<file path="config.mk">
export PLATFORM = sky130hd
export DESIGN_NAME = move_frame_plotter
export DESIGN_NICKNAME = d
export VERILOG_FILES = /design/src/rtl/move_frame_plotter.sv
export SDC_FILE = /design/constraint.sdc
export NUM_CORES = 1
export LEC_CHECK = 0
export CORE_UTILIZATION = 55
export DETAILED_ROUTE_END_ITERATION = 10
export GPL_TIMING_DRIVEN = 0
export PLACE_DENSITY_LB_ADDON = 0.1
export RECOVER_POWER = 100
export SYNTH_ARGS = -nofsm -noshare
export SYNTH_HDL_FRONTEND = slang
export SYNTH_SLANG_ARGS = --single-unit
</file>
<file path="constraint.sdc">
create_clock -name clk -period 3.6 [get_ports clk]
set_input_delay 0.9 -clock clk [delete_from_list [all_inputs] [get_ports clk]]
set_output_delay 0.9 -clock clk [all_outputs]
set_load 0.02 [all_outputs]
</file>
<file path="src/rtl/move_frame_plotter.sv">
// Rebuilds (p1, p2, ball) frames from the serialized move stream and redraws them into the VGA write port.
// Optional build macro FRAME_DROP_CNT_EN adds drop_cnt, a saturating count of overwritten pending frames.
module move_frame_plotter #(
    parameter int         PADDLE_W = 2,
    parameter int         PADDLE_H = 16,
    parameter int         BALL_SZ  = 2,
    parameter logic [2:0] BG_COLOR = 3'b000,
    parameter int         X_MAX    = 159,
    parameter int         Y_MAX    = 119
) (
    input  logic       clk,
    input  logic       reset_co,
    input  logic [7:0] x_in,
    input  logic [6:0] y_in,
    input  logic [2:0] color_in,
    input  logic       ld,
    output logic [7:0] plot_x,
    output logic [6:0] plot_y,
    output logic [2:0] plot_color,
    output logic       plot,
    output logic       busy,
    output logic       frame_done
`ifdef FRAME_DROP_CNT_EN
   ,output logic [7:0] drop_cnt
`endif
);

    typedef enum logic [1:0] {IDLE, ERASE, DRAW, DONE} state_t;

    localparam logic [7:0] PW_M1 = 8'(PADDLE_W - 1);
    localparam logic [6:0] PH_M1 = 7'(PADDLE_H - 1);
    localparam logic [7:0] BW_M1 = 8'(BALL_SZ - 1);
    localparam logic [6:0] BH_M1 = 7'(BALL_SZ - 1);

    function automatic logic [7:0] sat_inc(input logic [7:0] v);
        return (v == 8'hFF) ? v : v + 8'd1;
    endfunction

    // Each object record is {x[7:0], y[6:0], color[2:0]}; frame holds p1 in the low slot, ball in the high slot.
    state_t      state;
    logic [17:0] word, h0, h1, rec;
    logic [53:0] new_frame, take, src, cur, old, pend;
    logic        old_valid, pend_valid;
    logic [1:0]  obj;
    logic [7:0]  dx, w_m1;
    logic [6:0]  dy, h_m1;
    logic [8:0]  px;
    logic [7:0]  py;
    logic        in_view, obj_end;

    assign word      = {x_in, y_in, color_in};
    assign new_frame = {word, h0, h1};
    assign busy      = (state != IDLE);

    always_comb begin
        take = ld ? new_frame : pend;
        src  = (state == ERASE) ? old : cur;
        case (obj)
            2'd0:    rec = src[17:0];
            2'd1:    rec = src[35:18];
            default: rec = src[53:36];
        endcase
        w_m1    = (obj == 2'd2) ? BW_M1 : PW_M1;
        h_m1    = (obj == 2'd2) ? BH_M1 : PH_M1;
        px      = {1'b0, rec[17:10]} + {1'b0, dx};
        py      = {1'b0, rec[9:3]} + {1'b0, dy};
        in_view = (px <= 9'(X_MAX)) && (py <= 8'(Y_MAX));
        obj_end = (dx == w_m1) && (dy == h_m1);
    end

    always_ff @(posedge clk or negedge reset_co) begin
        if (!reset_co) begin
            state      <= IDLE;
            h0         <= '0;
            h1         <= '0;
            cur        <= '0;
            old        <= '0;
            pend       <= '0;
            old_valid  <= 1'b0;
            pend_valid <= 1'b0;
            obj        <= '0;
            dx         <= '0;
            dy         <= '0;
            plot       <= 1'b0;
            plot_x     <= '0;
            plot_y     <= '0;
            plot_color <= '0;
            frame_done <= 1'b0;
        end else begin
            plot       <= 1'b0;
            frame_done <= 1'b0;
            if (!ld) begin
                h1 <= h0;
                h0 <= word;
            end
            // A frame arriving mid-redraw parks in pend; the running walk is untouched.
            if (ld && state != IDLE) begin
                pend       <= new_frame;
                pend_valid <= 1'b1;
            end
            case (state)
                IDLE: begin
                    if (ld || pend_valid) begin
                        if (!ld)
                            pend_valid <= 1'b0;
                        if (!(old_valid && take == old)) begin
                            cur   <= take;
                            obj   <= '0;
                            dx    <= '0;
                            dy    <= '0;
                            state <= old_valid ? ERASE : DRAW;
                        end
                    end
                end
                ERASE, DRAW: begin
                    plot       <= in_view;
                    plot_x     <= px[7:0];
                    plot_y     <= py[6:0];
                    plot_color <= (state == ERASE) ? BG_COLOR : rec[2:0];
                    // dx is the inner loop, dy the outer, objects in p1, p2, ball order.
                    if (dx != w_m1) begin
                        dx <= dx + 8'd1;
                    end else begin
                        dx <= '0;
                        if (!obj_end) begin
                            dy <= dy + 7'd1;
                        end else begin
                            dy <= '0;
                            if (obj != 2'd2) begin
                                obj <= obj + 2'd1;
                            end else begin
                                obj   <= '0;
                                state <= (state == ERASE) ? DRAW : DONE;
                            end
                        end
                    end
                end
                default: begin
                    old        <= cur;
                    old_valid  <= 1'b1;
                    frame_done <= 1'b1;
                    state      <= IDLE;
                end
            endcase
        end
    end

`ifdef FRAME_DROP_CNT_EN
    always_ff @(posedge clk or negedge reset_co) begin
        if (!reset_co)
            drop_cnt <= '0;
        else if (ld && state != IDLE && pend_valid)
            drop_cnt <= sat_inc(drop_cnt);
    end
`endif

endmodule

</file>
# == Word-level counts from Yosys, hierarchy flattened ==
# Index checks and enable logic that the tools add are counted.
# classes
add_sub_neg,5
muxes,34
n_lt_le_gt_ge,2
n_bitwise,1
eq_ne,14
n_reduce_logical,16
# op_table
operator,count
two-way mux 54 bit,2
== test 54 bit,1
one-hot mux 18 bit (2 select lines),1
two-way mux 7 bit,4
two-way mux 8 bit,3
two-way mux 2 bit,11
one-hot mux 8 bit (2 select lines),1
one-hot mux 7 bit (2 select lines),1
!= test 2 bit (second input constant),6
AND reduction 5 bit,2
adder 8 x 8 -> 9 bit,1
<= comparator 9 x 8 -> 1 bit (second input constant),1
adder 7 x 7 -> 8 bit,1
adder 8 x 1 -> 8 bit (second input constant),1
== test 8 x 1 -> 1 bit (second input constant),1
<= comparator 8 x 7 -> 1 bit (second input constant),1
!= test 8 x 1 -> 1 bit (second input constant),1
one-hot mux 2 bit (2 select lines),2
adder 7 x 1 -> 7 bit (second input constant),1
== test 7 x 4 -> 1 bit,1
two-way mux 1 bit,7
AND reduction 3 bit,2
== test 2 x 1 -> 1 bit (second input constant),2
== test 2 bit (second input constant),2
other kinds (11),16
# word_totals
wordCells,88
output_inout_bits,21
input_bits,21
ff_bits,239

# == Depth between registers and ports, before layout ==
# depth
ltp_word,7
mapped_depth,18
mapped_depth_nobuf,16

# == Least setup slack after synthesis ==
# No wires, ideal clock.
# synth_path
kind,reg2reg
from,reg state[1]
to,reg plot
setup_ns,0.121
n_path_buf,3
stages_incl_launch_ff,19
t_arrival_ns,3.505
slack_ns,-0.026
path_cell_list,dfrtp_1 > inv_1 > ha_1 > clkbuf_1 > buf_1 > clkbuf_1 > mux2i_1 > a21oi_1 > ha_1 > inv_1 > fa_1 > inv_1 > a21o_1 > a21oi_1 > o21bai_1 > a21oi_1 > xnor2_1 > nand4_1 > and4b_1
# synth_via
elab_chain_cells,7
word_cells_on_any_way,11
cone_classes,2 x add/sub; 2 x order compare; 2 x eq/ne; 3 x mux; 2 x reduce/logical
# synth_rtl
element,line,source
start: declaration,40,state_t state;
start signal: assignment,111,state <= old_valid ? ERASE : DRAW;
start signal: assignment,133,state <= (state == ERASE) ? DRAW : DONE;
== test 2 x 1 -> 1 bit,"57, 101",
two-way mux 54 bit,57,src = (state == ERASE) ? old : cur;
one-hot mux 18 bit (2 select lines),58,case (obj)
adder 8 x 8 -> 9 bit / adder 7 x 7 -> 8 bit (equally long branches),"65, 66",
<= comparator 9 x 8 -> 1 bit / <= comparator 8 x 7 -> 1 bit (equally long branches),67,in_view = (px <= 9'(X_MAX)) && (py <= 8'(Y_MAX));
logical AND 1 bit,67,
two-way mux 1 bit *,101,case (state)
end signal: assignment,116,plot <= in_view;
end: declaration,20,"output logic plot,"
# Every way passes the cells marked *; elsewhere a longest branch is shown, timed or not.
# A chain may end at the register's enable or synchronous reset.

# == Final worst setup path ==
# layout_path
from,in ld
to,reg cur[11]
# layout_via
elab_chain_cells,5
word_cells_on_any_way,6
cone_classes,1 x eq/ne; 1 x mux; 1 x bitwise; 3 x reduce/logical
# layout_rtl
element,line,source
start: declaration,16,"input logic ld,"
two-way mux 54 bit,56,take = ld ? new_frame : pend;
== test 54 bit,106,if (!(old_valid && take == old)) begin
logical AND 1 bit,106,
inverter 1 bit (no source line),-,
AND reduction 3 bit (no source line),-,
end signal: assignment,107,cur <= take;
end: declaration,42,"logic [53:0] new_frame, take, src, cur, old, pend;"
# Several ways; a longest one is shown, not always the timed one.

==> run_results.csv <==
group,metric,value,unit
pwr,vdd_drop_max,468,µV
critical_path,path_class,"primary input to register",
cells_and_area,drive_gt1_share,24.0,%
clocking,cts_tree,"done",
outcome,failed_checks,"capacitance limit, slew limit, setup timing",
pwr,power.switching,1500,µW
sta,slew_headroom,-32.6,%
pwr,fin_total_pwr,6190,µW
clocking,clk_pin_slew,0.06,ns
yosys,syn_nets,1000,
place,dpl.cell_count,1268,
cells_and_area,seqCellArea,5980,µm²
grt,grt_max_degree,83,
grt,grt_util_all_layers,27.1,%
yosys,ys_seq_area_share,51.2,%
outcome,outcome,"finished with violations",
critical_path,cp.required,3.99,ns
min_path,hold_class,"register to register",
sta,setup_slack,-0.000710,ns
critical_path,cp_max_fo,10,
die,start_util,57.0,%
yosys,syn_inst,956,
die,die_x,148,µm
cells_and_area,final_cell_area,13300,µm²
clocking,clk_path_buf_depth,3,
place,gp_congestion,0.906,
pwr,clkPwrFrac,42.2,%
yosys,synth_edf_count,0,
detailed_routing,drc,0,
cells_and_area,fin_util,65.1,%
cells_and_area,diodes,0,
die,dieArea,21800,µm²
cells_and_area,multi_input_area,5380,µm²
detailed_routing,dr.first_iter.drc_count,471,
sta,max_freq,278,MHz
detailed_routing,wl,28.1,mm
yosys,avgSynthCellArea,12.2,µm²
place,portBuffers,40,
sta,finalSetupTns,-0.000710,ns
pwr,seq_power_share,48.1,%
yosys,ys_seq_elements,239,
clocking,clock_latency,0.53,ns
clocking,cts_max_level,1,
critical_path,arrival,3.99,ns
clocking,cts-hold-fix-buffers,0,
yosys,synthArstFlopShare,100,%
sta,setup-violations-final,1,
grt,grt.overflow.total,0,
grt,antenna_found_initial,0,
pwr,switching_share,24.2,%
sta,period_needed,3.60,ns
detailed_routing,dr.pass1.iters,6,
die,std_cell_rows,52,
detailed_routing,ant_nets,0,
sta,post-route-period-util,100,%
sta,rsz0062_at_grt,"no",
die,ioPinCount,42,
pwr,p_leak,0.00609,µW
place,dp_hpwl,20.7,mm
yosys,ys.flop_type,"dfrtp_1",
pwr,powerDensity,464,nW/µm²
critical_path,startpoint_type,"primary input",
cells_and_area,n_fill_cell,1591,
sta,finalMaxSlewViolations,78,
flow_run,drv_cap,1,
pwr,internal_power,4690,µW
yosys,syn_area,11700,µm²
die,fp.dieH,148,µm
detailed_routing,avgViaCountPerCell,5.84,
cells_and_area,final_nets,1069,
cells_and_area,stdcell_count,1313,
yosys,synth_cell_types,54,
detailed_routing,wl_per_cell,21.4,µm
sta,skew,0.00800,ns
clocking,clock_sinks,239,
sta,worst_pin_slew,1.99,ns
critical_path,cp-end-kind,"register",
pwr,power_frac_comb,9.7,%
grt,grt_pass1_vias,7771,
cells_and_area,areaGrowthSynthToFinish,14.2,%
sta,hold_violations,0,
detailed_routing,dr_total_vias,7664,
grt,grt_first_pass_wirelength,44.6,mm
clocking,cts_buffers,26,
die,core,20500,µm²
yosys,yosys_warnings,0,
place,placed_cell_area,12500,µm²
clocking,cts_root_buf,"clkbuf_16",
[per-layer routing]
layer | share of wire [%] | GRT usage [%] | vias up | wire length (µm)
met1 | 45 | 38.0 | 3874 | 12800
li1 | - | - | 3546 | -
met3 | 4.0 | 3.58 | 56 | 1130
met4 | 3.0 | 8.66 | 0 | 845
met2 | 48 | 43.9 | 188 | 13400
met5 | 0 | 0 | - | 0
[metrics by stage]
stage	hold slack, ns	worst slack, ns
after global routing	0.511	0.0168
after CTS	0.364	0.0179
after detailed placement	0.488	-0.633
final	0.498	-0.000710
after global placement	0.472	-8.71
after floorplan	0.454	0.0995
[power by group through the flow]
| stage | registers [µW] | logic [µW] | clock network [µW] |
|---|---|---|---|
| 2_1_floorplan | 2990 | 383 | 0 |
| 3_3_place_gp | 3010 | 585 | 0 |
| 3_5_place_dp | 3020 | 604 | 0 |
| 4_1_cts | 2970 | 607 | 2660 |
| 5_1_grt | 3000 | 649 | 2770 |
| 6_report | 2980 | 604 | 2610 |
[layout by cell type, fill, tap and decap left out, drive strengths merged, types with 3 or more instances in the layout]
master         count
nor3               6
o21bai             4
clkdlybuf4s50     18
a21o               5
mux4              15
buf               16
nor4              13
nand4              6
dlygate4sd3       21
nand2             26
mux2             160
nor2b              4
clkinv             5
o22ai              7
inv               23
ha                21
nand3             10
dfrtp            239
o2bb2ai           11
or2                3
a22o               4
nor2              86
mux2i             75
and3               3
a21oi             85
nand2b             9
xor2               4
o21ai              9
o211ai             3
a21boi             3
clkbuf            77
xnor2             46
[logic make-up after synthesis]
kind of cell,synth area share [%]
simple gates,7.26
flops,51.2
fa+ha+maj,2.59
mux,24.8
compound gates,7.36
buf+inv,3.01
xor+xnor,3.75
[cell usage after synthesis, drive strengths merged, types with 3 or more instances]
| cell | number | area share (%) |
|---|---|---|
| o2bb2ai | 11 | 0.82 |
| dfrtp | 239 | 51 |
| a21boi | 3 | 0.19 |
| mux2i | 75 | 6.5 |
| nand2 | 26 | 0.84 |
| o21bai | 4 | 0.26 |
| buf | 24 | 1.4 |
| mux2 | 160 | 15 |
| a22o | 4 | 0.30 |
| nor2 | 86 | 2.8 |
| o211ai | 3 | 0.19 |
| or2 | 3 | 0.16 |
| nor2b | 4 | 0.21 |
| clkbuf | 28 | 0.90 |
| ha | 21 | 2.2 |
| nand3 | 10 | 0.43 |
| nor3 | 6 | 0.34 |
| inv | 23 | 0.74 |
| and3 | 3 | 0.16 |
| xnor2 | 46 | 3.4 |
| a21o | 5 | 0.32 |
| o22ai | 7 | 0.37 |
| o21ai | 9 | 0.42 |
| nand2b | 9 | 0.48 |
| nor4 | 13 | 0.82 |
| nand4 | 6 | 0.32 |
| xor2 | 4 | 0.30 |
| mux4 | 15 | 2.9 |
| a21oi | 85 | 3.6 |
[critical path, cell delays in order]
cell	delay, ns
buf_2	0.11
buf_6	0.18
buf_6	0.23
mux2i_1	0.48
xnor2_1	0.12
nor4_1	0.55
nand4_1	0.23
nor4_4	0.36
nor3_4	0.16
clkbuf_1	0.37
nor2_1	0.20
a21oi_1	0.06
[sequential cells by signal, indices dropped and copies added, names as in the netlist]
name / count
cur: 54
old: 54
pend: 54
h0: 18
h1: 18
dx: 8
plot_x: 8
dy: 7
plot_y: 7
plot_color: 3
obj: 2
state: 2
frame_done: 1
old_valid: 1
pend_valid: 1
plot: 1
[path summary, 6_finish.rpt]
path                                        from               endpoint  slack [ns]  cells past startpoint
hold / removal             plot_y[2]$_DFFE_PN0N_  plot_y[2]$_DFFE_PN0N_        0.50                      1
min in group asynchronous               reset_co  plot_y[3]$_DFFE_PN0N_        0.94                      1
max in group asynchronous               reset_co     h1[11]$_DFFE_PN0N_        0.75                      3
setup reg to reg            state[1]$_DFFE_PN0P_         plot$_DFF_PN0_        0.21                     15
hold reg to reg            plot_y[2]$_DFFE_PN0N_  plot_y[2]$_DFFE_PN0N_        0.50                      1
setup / recovery                              ld    cur[11]$_DFFE_PN0P_     -0.0007                     12
[area by class of cell]
cell class | count | area share [%]
flip-flops and latches | 239 | 44.8
multi-input cells | 642 | 40.3
clock buffers | 39 | 5.54
repair buffers | 42 | 3.25
well taps | 270 | 2.53
plain buffers | 51 | 2.12
clock inverters | 7 | 0.722
inverters | 23 | 0.647
[repair_timing]
action                     4_1_cts  5_1_grt
setup endpoints to repair        8       36
gates cloned                     0        0
hold endpoints to repair         0        0
buffers inserted                 0        0
resized for setup                8       15
pin swaps                        0        1
No activity file was read; power rests on OpenSTA's default activity.
